<file path="src/rtl/seq_bin2bcd.sv">
// Multi-cycle binary-to-BCD converter: one shift-and-add-3 step per clock, optional
// two's-complement sign handling, start/done handshake and a sticky overflow flag.
module seq_bin2bcd #(
  parameter int WIDTH  = 12,
  parameter int DIGITS = 4,
  parameter int SIGNED = 1
) (
  input  logic                  clk,
  input  logic                  rst_n,
  input  logic                  start,
  input  logic [WIDTH-1:0]      binary,
  output logic                  busy,
  output logic                  done,
  output logic                  sign,
  output logic [4*DIGITS-1:0]   bcd,
  output logic                  overflow
);

  localparam int BW = 4 * DIGITS;
  localparam int CW = $clog2(WIDTH + 1);

  typedef enum logic [1:0] {IDLE, SHIFT, DONE} state_t;

  state_t            state_q, state_d;
  logic [WIDTH-1:0]  mag_q, mag_d;
  logic [BW-1:0]     work_q, work_d;
  logic [BW-1:0]     adj;
  logic [CW-1:0]     cnt_q, cnt_d;
  logic              pend_sign_q, pend_sign_d;
  logic              carry_q, carry_d;
  logic [BW-1:0]     bcd_q, bcd_d;
  logic              sign_q, sign_d;
  logic              ovf_q, ovf_d;
  logic              neg_in;

  assign neg_in = (SIGNED != 0) && binary[WIDTH-1];

  always_comb begin
    adj = work_q;
    for (int i = 0; i < DIGITS; i++) begin
      if (work_q[4*i +: 4] > 4'd4) adj[4*i +: 4] = work_q[4*i +: 4] + 4'd3;
    end
  end

  always_comb begin
    state_d     = state_q;
    mag_d       = mag_q;
    work_d      = work_q;
    cnt_d       = cnt_q;
    pend_sign_d = pend_sign_q;
    carry_d     = carry_q;
    bcd_d       = bcd_q;
    sign_d      = sign_q;
    ovf_d       = ovf_q;
    case (state_q)
      IDLE, DONE: begin
        if (start) begin
          state_d     = SHIFT;
          // Negating the most negative value wraps to 2^(WIDTH-1), which is the right magnitude.
          mag_d       = neg_in ? (~binary + WIDTH'(1)) : binary;
          pend_sign_d = neg_in;
          work_d      = '0;
          carry_d     = 1'b0;
          cnt_d       = CW'(WIDTH);
        end else if (state_q == DONE) begin
          state_d = IDLE;
        end
      end
      SHIFT: begin
        work_d  = {adj[BW-2:0], mag_q[WIDTH-1]};
        mag_d   = {mag_q[WIDTH-2:0], 1'b0};
        carry_d = carry_q | adj[BW-1];
        cnt_d   = cnt_q - 1'b1;
        if (cnt_q == CW'(1)) begin
          state_d = DONE;
          bcd_d   = work_d;
          sign_d  = pend_sign_q;
          ovf_d   = carry_d;
        end
      end
      default: state_d = IDLE;
    endcase
  end

  always_ff @(posedge clk or negedge rst_n) begin
    if (!rst_n) begin
      state_q     <= IDLE;
      mag_q       <= '0;
      work_q      <= '0;
      cnt_q       <= '0;
      pend_sign_q <= 1'b0;
      carry_q     <= 1'b0;
      bcd_q       <= '0;
      sign_q      <= 1'b0;
      ovf_q       <= 1'b0;
    end else begin
      state_q     <= state_d;
      mag_q       <= mag_d;
      work_q      <= work_d;
      cnt_q       <= cnt_d;
      pend_sign_q <= pend_sign_d;
      carry_q     <= carry_d;
      bcd_q       <= bcd_d;
      sign_q      <= sign_d;
      ovf_q       <= ovf_d;
    end
  end

  assign busy     = (state_q == SHIFT);
  assign done     = (state_q == DONE);
  assign bcd      = bcd_q;
  assign sign     = sign_q;
  assign overflow = ovf_q;

endmodule

</file>
<file path="config.mk">
export PLATFORM = sky130hd
export DESIGN_NAME = seq_bin2bcd
export DESIGN_NICKNAME = d
export VERILOG_FILES = /design/src/rtl/seq_bin2bcd.sv
export SDC_FILE = /design/constraint.sdc
export NUM_CORES = 1
export LEC_CHECK = 0
export ABC_CLOCK_PERIOD_IN_PS = 1900
export BUFFER_PORTS_ARGS = -buffer_cell sky130_fd_sc_hd__buf_2
export CELL_PAD_IN_SITES_DETAIL_PLACEMENT = 1
export CELL_PAD_IN_SITES_GLOBAL_PLACEMENT = 1
export CORE_ASPECT_RATIO = 0.6
export CORE_MARGIN = 2
export CORE_UTILIZATION = 45
export DETAILED_ROUTE_END_ITERATION = 8
export PLACE_DENSITY_LB_ADDON = 0.3
export SYNTH_ARGS = -nofsm -noshare
export SYNTH_HDL_FRONTEND = slang
export SYNTH_SLANG_ARGS = --single-unit
</file>
<file path="constraint.sdc">
create_clock -name clk -period 1.9 [get_ports clk]
set_input_delay 0.57 -clock clk [delete_from_list [all_inputs] [get_ports clk]]
set_output_delay 0.57 -clock clk [all_outputs]
set_load 0.05 [all_outputs]
</file>
* Yosys cells after proc, flatten, opt, wreduce, memory -nomap -nowiden
Index checks and enable logic that the tools add are counted.
Word-level totals: register bits after elaboration 54, bits of input ports 15, word-level logic and storage cells 51
Operators by class: $add $sub $neg 6, order comparisons 4, equal/unequal tests 6, mux-type cells 17, bitwise logic cells 2, reductions and logical operators 7
Operator list (count):
- $pmux 16 s2 | 1
- $mux 12 | 2
- $pmux 12 s2 | 1
- $mux 4 | 5
- $add 4x2->4 const B | 4
- $gt 4x3->1 const B | 4
- $mux 16 | 1
- $add 12x1->12 const B | 1
- $not 12->12 | 1
- $pmux 4 s2 | 1
- $reduce_and 2->1 | 4
- $mux 2 | 3
- $eq 4x1->1 const B | 1
- $pmux 2 s2 | 1
- $sub 4x1->4 const B | 1
- $ne 3x3->1 const B | 1
- $eq 2x1->1 const B | 1
- $eq 2x2->1 const B | 1
- $logic_not 2->1 | 1
- $ne 2x1->1 const B | 1
- $ne 2x2->1 const B | 1
- $pmux 1 s2 | 1
- $reduce_bool 2->1 | 1
- $reduce_or 2->1 | 1
- other kinds (2) | 2

* Longest topological paths before layout
depth in word-level cells 5, mapped depth 7, depth with buffers taken out 6

* Worst setup path before layout
No wires, ideal clock.
kind register to output, start reg state_q[0], end out done, arrival time 1.096 ns, slack 0.234 ns, cell stages (with the launch flop) 2, buffers on the path 0, path through dfrtp_1 nor2b_1
On the way: longest elaborated chain between the ends 1
Ends and longest elaborated chain:
- start, declared | line 24 | state_t state_q, state_d;
- start signal, assigned | line 97 | state_q <= state_d;
- $eq 2x2->1 | line 110 | assign done = (state_q == DONE);
- end, declared | line 13 | output logic done,
No other way between the ends.

* Worst setup path after layout
start reg state_q[1], end out busy
On the way: longest elaborated chain between the ends 1
Ends and longest elaborated chain:
- $eq 2x1->1 | line 109 | assign busy = (state_q == SHIFT);
- end, declared | line 12 | output logic busy,
No other way between the ends.

==> run metrics <==
outcome completed; Reg2Reg Launch Point work_q[0]; crit path max fanout 15; largest net degree at the start of global routing 55; first-pass GRT wire length 11800 µm; CTS root buf clkbuf_8; nets 331; Pwr Total 5.99 mW; # IOs 35; Max-slew headroom 0.698; CP Capture Type output pin; Pwr Density around 1900 nW/µm²; chip width 104 µm; Synth Warn # 0; Synth Area in Compound Gates 0.196; post-synthesis async set-or-reset flop share 1.00; Top Family by Delay on Critical Path flip-flops; Psw roughly 2.7 mW; worst hold path type primary input to asynchronous set/reset pin; clock tree buffer depth 2; H-Tree Depth 2; DRT Pass-1 Iters 4; TNS Setup 0 ns; fin crit period 1.84 ns; Area Growth Syn to Fin 16.8%; sequential fraction of design power 0.355; VDD IR max 0.836 mV; P_leak 1.49 nW; WP buf/inv 2; max-slew violations 0; Total GRT Usage 0.225; TritonCTS buffer count 5; Crit path largest cell delay 0.38 ns; die area approximately 6700 µm²; FF/Latch Area between 1000 and 1500 µm²; core area 5700 µm²; # placed instances 378; DRT Wirelength 6930 µm; fill count approximately 660; EDFF count, synth 0; die height 64.2 µm; clock share of power 0.154; switch share 0.457; Mapped Area 2720 µm²; simple-gate share of the synthesized area 0.113; commonest non-fill, non-tap cell in the layout dfrtp_1; Post-Layout Cell Count 386; Primary FF master, synth dfrtp_1; Post-Synth XOR/XNOR Area 0.0322; Post-DP Area 3030 µm²; Max Fclk 0.545 GHz; RSZ-0062 raised after global routing false; number of global-route vias before repair 2264; post-synthesis average cell area 10.3 µm²; setup ws final 0.0644 ns; clock latency at the later pin of the worst-skew pair 0.31 ns; layout cells sized above 1 0.212; DP HPWL 5090 µm; Setup Fix Bufs, Post-CTS 0; area occupied by multi-input gates 1250 µm²; Initial Utilization 0.476; critical path required time 1.33 ns; Finish-stage setup viols 0; Worst Setup Start Kind flop; initial antenna violation count 0; Port Buf Inserts 34; CP Class flop to output pin; post-route cell area 3170 µm²; drt wl/cell 18.0 µm; row count 21; Crit path arrival time around 1.3 ns; Pint 3.25 mW; GPL Wtd Cong about 0.89; Final ANT Viol Nets 0; share of synthesized area spent on multiplexers 0.0673; R2R depth 6; Ant. Diodes 0; post-synth top area share 0.497; reg-to-reg critical path endpoint bcd[2]; main combinational cell family by area after synthesis compound AO/OA/AOI/OAI gates; Vias/cell ~5.5; Seq cells post-synth 54; FF-to-FF setup slack roughly 0.11 ns; CP max stage cell dfrtp_1; CP Cell Sequence nand2b_2 > inv_6 > buf_4; Net Count, Synth 289; post-synthesis adder-cell area fraction 0.0507; leading area contributor after synthesis dfrtp_1; Cell variety after synth 44; post-synthesis sequential area ratio 0.497; Comb pwr share 0.491; CTS tree built; DRC Markers 0; Setup Skew 0.00981 ns; gr ovfl total 0; via count 2133; most frequent cells in the layout 54 x dfrtp_1, 33 x buf_2, 23 x nand2_1, 21 x o21ai_1, 17 x inv_1; period utilization 0.966; clock-pin slew on the worst setup and hold paths 0.10 ns; max cap viols 0; Place WS about 0.12 ns; initial DRC count 110; top post-synthesis cells by area dfrtp_1 50%, ha_1 5.1%, o21ai_1 3.9%, a22o_1 3.2%, nand2_1 3.2%; Final Hold Fails 0; Synth Instances 263; worst-margin pin slew 0.449 ns; Clock Sinks 54
## layout make-up
type | count | share of cell area
Inverter | 20 | 0.0260
Tap cell | 80 | 0.0316
Timing Repair Buffer | 43 | 0.0797
Multi-Input combinational cell | 181 | 0.393
Clock buffer | 5 | 0.0217
Sequential cell | 54 | 0.426
Clock inverter | 3 | 0.0217
## sequential cells by signal, summed over array words and instances (netlist names)
register and count:
bcd 16, work_q 16, mag_q 12, cnt_q 4, state_q 2, carry_q 1
overflow 1, pend_sign_q 1, sign 1
## per-layer routing
layer | vias to the layer above | track usage | wire length, µm
met5 | - | 0 | 0
met4 | 0 | 0.0608 | 0
met3 | 0 | 0.0378 | 209
met2 | 31 | 0.352 | 3290
met1 | 1086 | 0.323 | 3430
li1 | 1016 | - | -
## kinds of logic after synthesis
family | Yosys count
compound gates | 82
simple gates | 61
flops | 54
buf+inv | 28
mux | 17
fa+ha+maj | 11
xor+xnor | 10
## Yosys cell counts, types with 2 or more instances
| library cell | n |
|---|---|
| dfrtp_1 | 54 |
| nand2_1 | 23 |
| o21ai_1 | 21 |
| inv_1 | 17 |
| o21ai_0 | 13 |
| a21oi_1 | 12 |
| ha_1 | 11 |
| a22o_1 | 10 |
| nor2_1 | 10 |
| nor3_1 | 10 |
| a22oi_1 | 9 |
| xnor2_1 | 8 |
| mux2i_1 | 7 |
| buf_2 | 6 |
| mux2_1 | 6 |
| mux2_2 | 4 |
| nand3_1 | 4 |
| nor2b_1 | 4 |
| a211oi_1 | 3 |
| a21o_1 | 2 |
| a31oi_1 | 2 |
| clkbuf_1 | 2 |
| inv_4 | 2 |
| o211ai_1 | 2 |
| xor2_1 | 2 |
## how the worst max path moves through the flow
stage | startpoint | end | slack [ns] | cells past startpoint
after CTS | state_q[1] | busy | 0.02 | 3
after floorplan | state_q[0] | done | 0.23 | 1
final | state_q[1] | busy | 0.06 | 3
after global routing | state_q[1] | busy | 0.009 | 3
after detailed placement | binary[4] | mag_q[10] | 0.12 | 5
after global placement | binary[4] | mag_q[10] | 0.13 | 5
## stage by stage
step | hold WS (ns) | utilization
after floorplan | 0.274 | -
after global placement | 0.454 | 0.531
after detailed placement | 0.462 | 0.531
after CTS | 0.246 | 0.556
after global routing | 0.256 | 0.556
final | 0.218 | 0.556
## power by group through the flow
| stage | clock [mW] | sequential [mW] | combinational, mW |
|---|---|---|---|
| global placement | 0 | 2.09 | 2.76 |
| CTS | 0.941 | 2.12 | 2.95 |
| floorplan | 0 | 2.59 | 1.60 |
| finish | 0.923 | 2.12 | 2.94 |
| detailed placement | 0 | 2.13 | 2.93 |
| global route | 0.995 | 2.20 | 3.21 |
## what timing repair did
| action | in CTS | in global routing |
|---|---|---|
| cloned | 0 | 0 |
| endpoints found under the setup margin | 1 | 1 |
| resized for setup | 1 | 1 |
| endpoints found under the hold margin | 0 | 0 |
| hold buffers | 0 | 0 |
No activity file was read; power rests on OpenSTA's default activity.
